**src/rtl/lc3b_pkg.sv**
```systemverilog
// lc3b_pkg: shared opcodes, FSM encoding and condition-code constants for the exec unit
package lc3b_pkg;
    localparam logic [3:0] OP_ADD = 4'b0001;
    localparam logic [3:0] OP_AND = 4'b0101;
    localparam logic [3:0] OP_XOR = 4'b1001;
    localparam logic [3:0] OP_SHF = 4'b1101;
    localparam int N_BIT = 2;
    localparam int Z_BIT = 1;
    localparam int P_BIT = 0;
    localparam logic [2:0] NZP_RST = 3'b010;
    typedef enum logic [2:0] {S_IDLE, S_READ, S_EXEC, S_WB, S_ERR} state_t;
    function automatic logic is_operate(input logic [3:0] op);
        return op == OP_ADD || op == OP_AND || op == OP_XOR || op == OP_SHF;
    endfunction
endpackage

```
**src/rtl/lc3b_alu.sv**
```systemverilog
// lc3b_alu: combinational ADD/AND/XOR/SHF datapath for operate instructions
module lc3b_alu
    import lc3b_pkg::*;
#(
    parameter int DATA_W = 16
) (
    input  logic [3:0]        opcode,
    input  logic [5:0]        ir_lo,
    input  logic [DATA_W-1:0] op_a,
    input  logic [DATA_W-1:0] op_b,
    output logic [DATA_W-1:0] result
);
    logic [DATA_W-1:0] b;
    logic [DATA_W-1:0] sra;
    logic [DATA_W-1:0] shf;
    // arithmetic shift kept in its own assignment so it stays signed
    always_comb begin
        b = ir_lo[5] ? {{(DATA_W-5){ir_lo[4]}}, ir_lo[4:0]} : op_b;
        sra = $signed(op_a) >>> ir_lo[3:0];
        shf = !ir_lo[4] ? op_a << ir_lo[3:0] : ir_lo[5] ? sra : op_a >> ir_lo[3:0];
        result = opcode == OP_ADD ? op_a + b :
                 opcode == OP_AND ? op_a & b :
                 opcode == OP_XOR ? op_a ^ b :
                 opcode == OP_SHF ? shf : '0;
    end
endmodule

```
**src/rtl/lc3b_exec_unit.sv**
```systemverilog
// lc3b_exec_unit: 4-cycle operate-instruction sequencer feeding the LC-3b register file
module lc3b_exec_unit
    import lc3b_pkg::*;
#(
    parameter int DATA_W  = 16,
    parameter int RADDR_W = 3
) (
    input  logic               clk_50,
    input  logic               reset,
    input  logic [DATA_W-1:0]  instr,
    input  logic               instr_valid,
    output logic               instr_ready,
    output logic [RADDR_W-1:0] sr1,
    output logic [RADDR_W-1:0] sr2,
    input  logic [DATA_W-1:0]  sr1_data,
    input  logic [DATA_W-1:0]  sr2_data,
    output logic [RADDR_W-1:0] dr,
    output logic               ldreg,
    output logic [DATA_W-1:0]  wb_data,
    output logic [2:0]         nzp,
    output logic               done,
    output logic               illegal
);
    state_t state, state_nx;
    logic [DATA_W-1:0] ir, op_a, op_b, result, alu_y;
    logic busy;

    lc3b_alu #(.DATA_W(DATA_W)) u_alu (
        .opcode(ir[15:12]),
        .ir_lo (ir[5:0]),
        .op_a  (op_a),
        .op_b  (op_b),
        .result(alu_y)
    );

    // next-state sequencing and per-state outputs
    always_comb begin
        state_nx = S_IDLE;
        case (state)
            S_IDLE: state_nx = !instr_valid ? S_IDLE : is_operate(instr[15:12]) ? S_READ : S_ERR;
            S_READ: state_nx = S_EXEC;
            S_EXEC: state_nx = S_WB;
            default: state_nx = S_IDLE;
        endcase
        busy = state == S_READ || state == S_EXEC || state == S_WB;
        instr_ready = state == S_IDLE && !reset;
        sr1 = busy ? ir[6 +: RADDR_W] : '0;
        sr2 = busy ? ir[0 +: RADDR_W] : '0;
        ldreg = state == S_WB;
        done = state == S_WB;
        dr = state == S_WB ? ir[9 +: RADDR_W] : '0;
        wb_data = state == S_WB ? result : '0;
        illegal = state == S_ERR;
    end

    // state, instruction/operand/result capture and condition-code update
    always_ff @(posedge clk_50) begin
        if (reset) begin
            state <= S_IDLE;
            ir <= '0;
            op_a <= '0;
            op_b <= '0;
            result <= '0;
            nzp <= NZP_RST;
        end else begin
            state <= state_nx;
            if (instr_ready && instr_valid) ir <= instr;
            if (state == S_READ) begin
                op_a <= sr1_data;
                op_b <= sr2_data;
            end
            if (state == S_EXEC) result <= alu_y;
            if (state == S_WB) nzp <= result[DATA_W-1] ? 3'(1 << N_BIT) : result == '0 ? 3'(1 << Z_BIT) : 3'(1 << P_BIT);
        end
    end
endmodule

```
**config.mk**
```make
export PLATFORM = sky130hd
export DESIGN_NAME = lc3b_exec_unit
export DESIGN_NICKNAME = d
export VERILOG_FILES = /design/src/rtl/lc3b_pkg.sv /design/src/rtl/lc3b_alu.sv /design/src/rtl/lc3b_exec_unit.sv
export SDC_FILE = /design/constraint.sdc
export NUM_CORES = 1
export LEC_CHECK = 0
export ABC_CLOCK_PERIOD_IN_PS = 9400
export BUFFER_PORTS_ARGS = -buffer_cell sky130_fd_sc_hd__buf_2
export CORE_MARGIN = 1
export CORE_UTILIZATION = 35
export DETAILED_ROUTE_END_ITERATION = 12
export GPL_ROUTABILITY_DRIVEN = 0
export SLEW_MARGIN = 20
export SYNTH_ARGS = -nofsm -noshare
export SYNTH_HDL_FRONTEND = slang
export SYNTH_SLANG_ARGS = --single-unit
```
**constraint.sdc**
```tcl
create_clock -name clk_50 -period 9.4 [get_ports clk_50]
set_input_delay 0 -clock clk_50 [delete_from_list [all_inputs] [get_ports clk_50]]
set_output_delay 0 -clock clk_50 [all_outputs]
set_load 0.05 [all_outputs]
```
**After elaboration in Yosys (flattened, before gate mapping)**

Index checks and enable logic that the tools add are counted.

- Register bits after elaboration: 70
- Bits in latches: 0
- Memory bits (writable): 0
- Bits in read-only memories: 0
- Input port bits: 51
- Output and inout port bits: 32
- Logic and storage cells: 50
- Memories kept: 0

- Add/sub/neg operators: 1
- Multiply operators: 0
- Div/mod/pow operators: 0
- $lt $le $gt $ge: 0
- Eq/ne operators: 12
- Shift-type cells: 3
- Mux-type cells: 16
- Bitwise operators: 2
- Reduce and logical (&&, ||, !) cells: 10

Operator list:

| kind | number |
|---|---|
| 16-bit 2-to-1 mux | 8 |
| 3-bit 2-to-1 mux | 6 |
| 16-bit adder | 1 |
| 16-bit AND | 1 |
| 4-bit equality test (second input constant) | 4 |
| 16-bit logical NOT | 1 |
| 16-bit by 4-bit << shifter with 16-bit output | 1 |
| 16-bit by 4-bit >> shifter with 16-bit output | 1 |
| 16-bit by 4-bit >>> shifter with 16-bit output | 1 |
| 16-bit bitwise XOR | 1 |
| 3-bit one-hot mux with 3 select lines | 1 |
| 4-bit by 1-bit equality test with 1-bit output (second input constant) | 2 |
| 4-bit by 3-bit equality test with 1-bit output (second input constant) | 2 |
| 3-bit by 2-bit equality test with 1-bit output (second input constant) | 2 |
| 1-bit logical OR | 5 |
| 3-bit by 1-bit equality test with 1-bit output (second input constant) | 1 |
| 3-bit equality test (second input constant) | 1 |
| 3-bit logical NOT | 1 |
| 1-bit logical AND | 2 |
| 2-bit 2-to-1 mux | 1 |
| 1-bit logical NOT | 1 |

**Logic depth before layout (Yosys ltp)**

Gate-level depths: netlist of run 1.

- Word-level depth: 7
- Mapped depth: 14

**By module**

A second synthesis of run 1 with hierarchy kept.

- Cells, all modules: 761
- Area, all modules: 5565.3 µm²

Modules (own cells, without submodules):

| module | instances | cells an instance | area each (µm²) | sequential area each (µm²) |
|---|---|---|---|---|
| lc3b_alu | 1 | 417 | 2861.5 | 0.0 |
| lc3b_exec_unit | 1 | 344 | 2703.8 | 1401.3 |

**Least setup slack after synthesis of run 1**

OpenSTA, ideal clock, no wires.

- Path type: register -> register
- Start point: register ir[5]
- End point: register result[12]
- Arrival: 3275 ps
- Data required time: 9294 ps
- Path slack: 6019 ps
- Stages on the path, launching flop included: 12
- Buffers on the path: 2
- Period minus slack after synthesis: 3381 ps
- Cell sequence: dfxtp_1 > clkbuf_1 > clkbuf_1 > mux2_2 > ha_1 > fa_1 > a211oi_1 > o211ai_1 > a2111oi_0 > nor3_1 > xnor2_1 > o311ai_0

- Cells in the longest elaborated chain, start to end: 6
- Elaborated cells between the ends (all ways): 10
- Those cells by class: 1 x add/sub; 7 x mux; 2 x bitwise

Ends and longest elaborated chain:

| what | RTL line | text |
|---|---|---|
| from (decl) | lc3b_exec_unit.sv:25 | `logic [DATA_W-1:0] ir, op_a, op_b, result, alu_y;` |
| from (signal assigned) | lc3b_exec_unit.sv:67 | `if (instr_ready && instr_valid) ir <= instr;` |
| parallel branches: the longest is 5 deep, another holds 16-bit adder | - |  |
| 16-bit 2-to-1 mux * | lc3b_alu.sv:21 | `result = opcode == OP_ADD ? op_a + b :` |
| to (signal assigned) | lc3b_exec_unit.sv:72 | `if (state == S_EXEC) result <= alu_y;` |
| to (decl) | lc3b_exec_unit.sv:25 |  |

Mark *: on every way between the ends.
A chain may end at the register's enable or synchronous reset.

**Worst setup path after layout of run 1**

Same ends and word-level chain as after synthesis.

==> flow_metrics.py, run 1 <==
metrics = {
    "sta": {
        "grt_setup_unrepaired": "false",
        "hold_ws_ns": 0.306,
        "worst_pin_slew_ns": 1.05,
        "drv_slew": 0,
        "min_period_over_period": 0.406,
        "max_freq_ghz": 0.262,
        "fin_crit_ns": 3.82,
        "slew_headroom": 0.295,
        "finalHoldViolCount": 0,
        "setup_viol_count_final": 0,
        "skew_ns": 0.00919,
        "setup_tns_ns": 0,
    },
    "critical_path": {
        "path_buf_inv": 0,
        "cp-start-kind": "register",
        "cpPeakStageDelay_ns": 0.95,
        "critPathSlowestCell": "dfxtp_1",
        "crit_family": "compound AO/OA/AOI/OAI gates",
        "cp.arrival_ns": 4.05,
        "required_ns": 9.64,
        "critPathKind": "register to register",
        "reg2reg_slack_ns": 5.58,
        "r2r_cells": 9,
        "crit_path_end_kind": "register",
        "crit_chain": "mux2_2, ha_1, fa_1, a211oi_1, o211ai_1, a2111oi_0, nor3_1, xnor2_1, o311ai_0",
        "r2r_end": "result[12]",
        "worst_r2r_startpoint": "ir[5]",
        "crit_fanout": 30,
    },
    "hold_path": {
        "min_to": "nzp[0]",
        "min_from": "reset",
        "hold_class": "input port to register",
        "min_path_cells": 3,
    },
    "flow_run": {
        "max_cap_viol_count": 0,
    },
    "clocking": {
        "path_clk_slew_ns": 0.06,
        "cts_root_buf": "clkbuf_16",
        "insertion_delay_ns": 0.35,
        "cts_tree": "built",
        "cts.path.max_buffers": 2,
        "cts_made_buffers": 9,
        "cts_setup_buffers": 0,
        "clock-sinks": 70,
        "cts_max_level": 3,
    },
    "global_route": {
        "grt_max_degree": 74,
        "grt-ovfl-total": 0,
        "antenna_found_initial": 0,
        "grt_pass1_wl_mm": 31.4,
        "grt.total_usage": 0.230,
        "grt_pass1_vias": 5725,
    },
    "layout": {
        "layout_common_cells": "125 x nand2_1, 92 x a21oi_1, 82 x buf_2",
        "nNetsFinal": 930,
        "layout_commonest_cell": "nand2_1",
        "antenna_cells": 0,
        "fin_area_um2": 7110,
        "utilization": 0.443,
        "drive_gt1_frac": 0.175,
        "area_delta_synth_final_pct": 21.8,
    },
    "logic_synthesis": {
        "ys_ff_latch": 70,
        "syn_area_um2": 5830,
        "synth_nets": 852,
        "postSynthAreaPerCell_um2": 7.44,
        "yosys_warnings": 0,
        "synth_edf_count": 0,
        "async_flop_share": 0,
        "synth_cell_types": 67,
        "yosysTopAreaCell": "dfxtp_1",
        "netlist_instances": 784,
        "synth_top_area_share": 0.240,
        "synthFlopType": "dfxtp_1",
        "synthTopCellsByArea": "dfxtp_1 24%, mux4_2 8.1%, nand2_1 8.0%, a21oi_1 7.9%, mux2i_1 4.5%",
        "synth_seq_area_share": 0.240,
    },
    "floorplan": {
        "ios": 83,
        "initial_core_util": 0.363,
        "die_y_um": 131,
        "design.core.area_um2": 16100,
        "fp-row-count": 46,
        "die_x_um": 131,
        "die_area_um2": 17200,
    },
    "routing": {
        "postRouteWirelength_mm": 19.8,
        "wl_per_cell_um": 18.3,
        "num_vias": 6253,
        "drc": 0,
        "viasPerCell": 5.77,
        "drt_iter0_drc": 578,
        "ant_nets": 0,
        "dr.pass1.iters": 5,
    },
    "pwr": {
        "pwr_density_cell_nw_per_um2": 125,
        "leakagePower_nw": 2.61,
        "vdd_drop_max_uv": 143,
    },
    "placement": {
        "place_area_um2": 6270,
        "placement.io_buffers": 82,
        "post-dp-hpwl_mm": 13.9,
    },
    "run_status": {
        "status": "complete, no violations",
    },
}
through the flow:
step                      power, mW  instances  setup slack (ns)
after global placement        0.481       1018              5.75
after floorplan               0.437        784              6.02
after detailed placement      0.482       1018              5.69
after CTS                     0.894       1083              5.67
after global routing          0.926       1083              5.26
final                         0.891       1083              5.58
worst min-delay path: stages:
cell and delay (ns):
buf_2 0.10, buf_4 0.33, nor2_1 0.18
area by class of cell:
class / instances / area, µm²
fillers: 1626 / 8950
multi-input cells: 611 / 4000
flip-flops and latches: 70 / 1400
repair buffers: 142 / 983
well taps: 216 / 270
clock buffers: 9 / 225
clock inverters: 7 / 121
inverters: 28 / 105
cell usage after synthesis (7+ instances only):
cell type    n
mux2i_1     26
o22ai_1      9
nand2_1    125
nor4_1       8
o21ai_0     47
a21oi_1     92
inv_1       27
nand3_1     15
o211ai_1    10
ha_1        16
buf_1        7
dfxtp_1     70
mux4_2      21
mux2_2      10
nor3_1      14
clkbuf_1    51
nor2_1      65
a211oi_1    16
a22oi_1      8
buf_2        8
and2_1      26
power by group:
part / internal, mW / switching, mW
clock: 0.260 / 0.135
combinational: 0.0692 / 0.101
sequential: 0.308 / 0.0169
what timing repair did:
item                                   in CTS  in global routing
resized for setup                           0                  0
endpoints found under the hold margin      50                  0
hold buffers                               49                  0
routing by layer:
metal,GRT usage,vias up,share of wire
met5,0,-,0
met4,0.109,0,0.039
met3,0.0455,47,0.067
met2,0.348,272,0.44
met1,0.312,2933,0.46
li1,-,3001,-
kinds of logic after synthesis:
family | count (synthesis) | synth area share
muxes | 57 | 0.145
buffers and inverters | 103 | 0.0763
and+or+nand+nor | 283 | 0.218
AOI/OAI and AO/OA | 244 | 0.268
adders and majority gates | 17 | 0.0377
xor gates and xnor gates | 10 | 0.0150
DFF | 70 | 0.240
state kept, by name, indices dropped and copies added (netlist names):
signal	flops
ir	16
nzp	3
op_a	16
op_b	16
result	16
state	3
worst max-delay path by stage:
stage	slack (ns)	to	cells past startpoint	startpoint
floorplan	6.02	result[12]	11	ir[5]
global placement	5.75	result[12]	9	ir[5]
detailed placement	5.69	result[12]	9	ir[5]
CTS	5.67	result[12]	9	ir[5]
global route	5.26	result[12]	9	ir[5]
finish	5.58	result[12]	9	ir[5]
Note: power is estimated with default switching activity, not from simulation.
==> run 2, diff against run 1 <==
ABC_CLOCK_PERIOD_IN_PS = 3400   (was 9400)
clock period = 3.4 ns   (was 9.4 ns; I/O delays follow)
==> run 2 against run 1 <==
Sequential power rose to 2.8 times the previous value. Utilization unchanged. Clock skew is 0.0020 ns lower. Critical path depth unchanged. Highest routed layer unchanged. Via count about the same.
==> flow_metrics.py, run 2 (same netlist as run 1, synthesis figures left out) <==
metrics = {
    "run_status": {
        "status": "complete, no violations",
    },
    "floorplan": {
        "die_y_um": 131,
        "ios": 83,
        "fp-row-count": 46,
        "initial_core_util": 0.363,
        "die_x_um": 131,
        "design.core.area_um2": 16100,
        "die_area_um2": 17200,
    },
    "layout": {
        "antenna_cells": 0,
        "nNetsFinal": 942,
        "fin_area_um2": 7110,
        "layout_commonest_cell": "nand2_1",
        "stdcell_count": 1094,
        "layout_common_cells": "125 x nand2_1, 92 x a21oi_1, 82 x buf_2",
        "area_delta_synth_final_pct": 21.8,
        "drive_gt1_frac": 0.185,
    },
    "routing": {
        "wl_per_cell_um": 18.3,
        "drc": 0,
        "viasPerCell": 5.71,
        "num_vias": 6249,
        "ant_nets": 0,
        "postRouteWirelength_mm": 20.0,
        "dr.pass1.iters": 6,
        "drt_iter0_drc": 697,
    },
    "sta": {
        "drv_slew": 0,
        "slew_headroom": 0.352,
        "setup_viol_count_final": 0,
        "fin_crit_ns": 3.17,
        "hold_ws_ns": 0.0616,
        "max_freq_ghz": 0.315,
        "worst_pin_slew_ns": 0.970,
        "finalHoldViolCount": 0,
        "setup_slack_ns": 0.229,
        "skew_ns": 0.00721,
        "setup_tns_ns": 0,
        "min_period_over_period": 0.933,
        "grt_setup_unrepaired": "false",
    },
    "critical_path": {
        "r2r_cells": 9,
        "cp-startpoint": "ir[5]",
        "r2r_end": "result[12]",
        "cp-start-kind": "register",
        "reg2reg_slack_ns": 0.23,
        "required_ns": 3.64,
        "worst_r2r_startpoint": "ir[5]",
        "critPathKind": "register to register",
        "cp.arrival_ns": 3.41,
        "crit_fanout": 5,
        "crit_path_end_kind": "register",
        "endpoint": "result[12]",
    },
    "pwr": {
        "netSwitchingFraction": 0.306,
        "p_clk_frac": 0.377,
        "leakagePower_nw": 2.62,
        "comb_power_share": 0.218,
        "vdd_drop_max_uv": 267,
        "power.net_switching_mw": 0.677,
        "pwr_density_cell_nw_per_um2": 311,
        "seqPwrFrac": 0.405,
        "p_int_mw": 1.53,
    },
    "placement": {
        "place_area_um2": 6360,
        "pre_cts_ws_ns": 0.290,
        "placement.io_buffers": 82,
        "dp.cells": 1030,
        "post-dp-hpwl_mm": 14.1,
    },
    "global_route": {
        "grt_max_degree": 73,
        "grt_pass1_vias": 5776,
        "grt.total_usage": 0.236,
        "grt_pass1_wl_mm": 32.3,
        "grt-ovfl-total": 0,
        "antenna_found_initial": 0,
    },
    "hold_path": {
        "min_from": "reset",
        "hold_class": "input port to register",
    },
    "clocking": {
        "clock-sinks": 70,
        "cts_setup_buffers": 0,
        "post_cts_resized": 0,
        "cts_root_buf": "clkbuf_16",
        "cts_max_level": 3,
        "cts_made_buffers": 9,
        "path_clk_slew_ns": 0.06,
        "insertion_delay_ns": 0.35,
        "cts_tree": "built",
        "cts.path.max_buffers": 2,
    },
    "flow_run": {
        "max_cap_viol_count": 0,
    },
}
-- run 2: changes by cell type in the layout (fill, tap and decap cells not counted), sizes merged --
cell      before  now
bufinv         3    0
buf           93  105
inv           28   27
clkinv         4    5
clkinvlp       0    1
clkbuf         9   10
-- run 2: area by class of cell --
class,instances,area [µm²]
Multi-Input combinational cell,611,4000
Clock inverter,5,27.5
Sequential cell,70,1400
Clock buffer,10,229
Fill cell,1611,8950
Timing Repair Buffer,154,1070
Tap cell,216,270
Inverter,28,105
-- run 2: worst min-delay path by stage --
stage                           to  depth (start not counted)  slack, ns
after floorplan             ir[10]                          2       0.14
after global placement    op_a[10]                          3       0.24
after detailed placement   op_b[9]                          3       0.25
after CTS                 state[2]                          3       0.05
after global routing      state[2]                          3       0.09
final                     state[2]                          3       0.06
-- run 2: layer usage --
metal  global-route usage  vias to the layer above  wire length (µm)
met5                    0                        -                 0
met4               0.0797                        0               486
met3               0.0409                       39              1470
met2                0.360                      273              8860
met1                0.333                     2915              9210
li1                     -                     3022                 -
-- run 2: power groups by stage --
stage                     combinational [mW]  clock [mW]  sequential (mW)
after global routing                   0.526       0.889            0.898
after detailed placement               0.429           0            0.912
after CTS                              0.473       0.852            0.894
final                                  0.483       0.833            0.895
after floorplan                        0.320           0            0.889
after global placement                 0.431           0            0.910
-- run 2: timing repair --
item / 4_1_cts / 5_1_grt
setup endpoints to repair: 0 / 0
endpoints found under the hold margin: 50 / 0
hold buffers: 49 / 0
-- run 2: critical path: stages (launching register included) --
cell and delay [ns]:
dfxtp_1 0.37, mux2_2 0.35, ha_1 0.23, fa_1 0.50, a211oi_1 0.40, o211ai_1 0.23, a2111oi_0 0.45, nor3_1 0.12
xnor2_1 0.14, o311ai_0 0.29
-- run 2: through the flow --
step	util	power, mW
final	0.443	2.21
after floorplan	-	1.21
after detailed placement	0.396	1.34
after global routing	0.443	2.31
after global placement	0.396	1.34
after CTS	0.443	2.22
==> run 3, diff against run 2 <==
CORE_UTILIZATION = 45   (was 35)
PLACE_DENSITY = 0.68   (was not set)
==> run 3 against run 2 <==
Non-clock buffer count is 5 lower. Die area is 22% lower. Wire length is 2.0% lower. Sequential share of layout area hardly changed. Total power is 9.5% higher. Count of clock-buffer cells in the layout is 1 higher. Largest cell class unchanged.
==> flow_metrics.py, run 3 (same netlist as run 1, synthesis figures left out) <==
metrics = {
    "clocking": {
        "cts_max_level": 3,
        "clock-sinks": 70,
        "insertion_delay_ns": 0.33,
        "cts_root_buf": "clkbuf_16",
        "cts_made_buffers": 9,
        "cts.path.max_buffers": 2,
        "cts_tree": "built",
        "path_clk_slew_ns": 0.06,
    },
    "pwr": {
        "p_int_mw": 1.73,
        "power.net_switching_mw": 0.692,
        "comb_power_share": 0.197,
        "fin_total_pwr_mw": 2.42,
        "seqPwrFrac": 0.370,
        "pwr_density_cell_nw_per_um2": 341,
        "p_clk_frac": 0.432,
        "leakagePower_nw": 2.64,
        "vdd_drop_max_uv": 316,
        "netSwitchingFraction": 0.286,
    },
    "sta": {
        "fin_crit_ns": 3.13,
        "setup_viol_count_final": 0,
        "slew_headroom": 0.344,
        "finalHoldViolCount": 0,
        "worst_pin_slew_ns": 0.982,
        "skew_ns": 0.00407,
        "max_freq_ghz": 0.320,
        "hold_ws_ns": 0.0309,
        "setup_tns_ns": 0,
        "min_period_over_period": 0.920,
        "setup_slack_ns": 0.271,
        "grt_setup_unrepaired": "false",
        "drv_slew": 0,
    },
    "routing": {
        "dr.pass1.iters": 6,
        "postRouteWirelength_mm": 19.6,
        "wl_per_cell_um": 18.8,
        "drc": 0,
        "drt_iter0_drc": 731,
        "num_vias": 6477,
        "viasPerCell": 6.19,
        "ant_nets": 0,
    },
    "layout": {
        "area_delta_synth_final_pct": 21.6,
        "drive_gt1_frac": 0.184,
        "antenna_cells": 0,
        "layout_commonest_cell": "nand2_1",
        "stdcell_count": 1046,
        "layout_common_cells": "125 x nand2_1, 92 x a21oi_1, 82 x buf_2",
        "nNetsFinal": 937,
    },
    "floorplan": {
        "design.core.area_um2": 12600,
        "die_area_um2": 13400,
        "die_y_um": 116,
        "die_x_um": 116,
        "fp-row-count": 41,
        "ios": 83,
        "initial_core_util": 0.462,
    },
    "critical_path": {
        "r2r_end": "result[12]",
        "required_ns": 3.62,
        "crit_family": "compound AO/OA/AOI/OAI gates",
        "critPathSlowestCell": "fa_1",
        "path_buf_inv": 1,
        "crit_path_end_kind": "register",
        "worst_r2r_startpoint": "ir[5]",
        "crit_fanout": 29,
        "cp.arrival_ns": 3.35,
        "reg2reg_slack_ns": 0.27,
        "cpPeakStageDelay_ns": 0.48,
        "cp-start-kind": "register",
        "critPathKind": "register to register",
        "r2r_cells": 9,
        "crit_chain": "buf_4, mux2_2, fa_1, a211oi_2, o211ai_1, a2111oi_1, nor3_1, xnor2_1, o311ai_0",
        "cp-startpoint": "ir[5]",
    },
    "global_route": {
        "antenna_found_initial": 0,
        "grt_pass1_vias": 5849,
        "grt-ovfl-total": 0,
        "grt_max_degree": 73,
        "grt.total_usage": 0.298,
        "grt_pass1_wl_mm": 30.9,
    },
    "placement": {
        "post-dp-hpwl_mm": 13.7,
        "dp.cells": 982,
        "pre_cts_ws_ns": 0.243,
        "placement.io_buffers": 82,
    },
    "run_status": {
        "status": "complete, no violations",
    },
    "hold_path": {
        "min_from": "instr[5]",
        "min_path_cells": 3,
        "min_to": "ir[5]",
        "hold_class": "input port to register",
    },
    "flow_run": {
        "max_cap_viol_count": 0,
    },
}
-- run 3: cell count changes in the layout (fill, tap and decap cells not counted), moves of 2 or more --
cell       previous run  this run
clkinv_2              4         1
buf_4                23        19
clkbuf_8              0         2
bufinv_16             0         2
-- run 3: metrics by stage --
| stage | instance area [µm²] | utilization |
|---|---|---|
| CTS | 7090 | 0.562 |
| floorplan | 5830 | - |
| global route | 7100 | 0.562 |
| detailed placement | 6270 | 0.497 |
| finish | 7100 | 0.562 |
| global placement | 6270 | 0.497 |
-- run 3: what timing repair did --
item | in CTS | in global routing
endpoints found under the hold margin | 49 | 0
setup buffers | 0 | 0
hold buffers | 48 | 0
endpoints found under the setup margin | 0 | 1
gates resized for setup | 0 | 2
-- run 3: worst max-delay path by stage --
stage                     cells after the start  slack (ns)          to
after global placement                        9        0.34  result[12]
after global routing                          9        0.04  result[12]
after floorplan                              11        0.02  result[12]
after CTS                                     9        0.17  result[12]
after detailed placement                      9        0.24  result[12]
final                                         9        0.27  result[12]
-- run 3: cell type report --
class | count | area (µm²)
sequential | 70 | 1400
timing repair buffer | 149 | 1030
inverter | 28 | 105
clock buffer | 11 | 253
fill | 1191 | 5520
multi-input combinational | 611 | 4000
tap | 172 | 215
clock inverter | 5 | 81.3
-- run 3: power by group through the flow --
stage | clock network [mW] | logic (mW) | registers [mW]
floorplan | 0 | 0.320 | 0.889
finish | 1.05 | 0.478 | 0.896
global route | 1.09 | 0.517 | 0.900
detailed placement | 0 | 0.421 | 0.912
CTS | 1.06 | 0.466 | 0.894
global placement | 0 | 0.414 | 0.910
-- run 3: routing by layer --
layer / GRT usage / up-vias / wire length, µm
met5: 0 / - / 0
met1: 0.394 / 3021 / 7980
met4: 0.146 / 0 / 954
met3: 0.0424 / 69 / 1650
li1: - / 3007 / -
met2: 0.479 / 380 / 9060
-- run 3: tightest hold or removal path, delay by kind of cell --
family / cells / cell delay, ns
AOI/OAI and AO/OA: 1 / 0.10
buffers and inverters: 1 / 0.10
and+or+nand+nor: 1 / 0.11
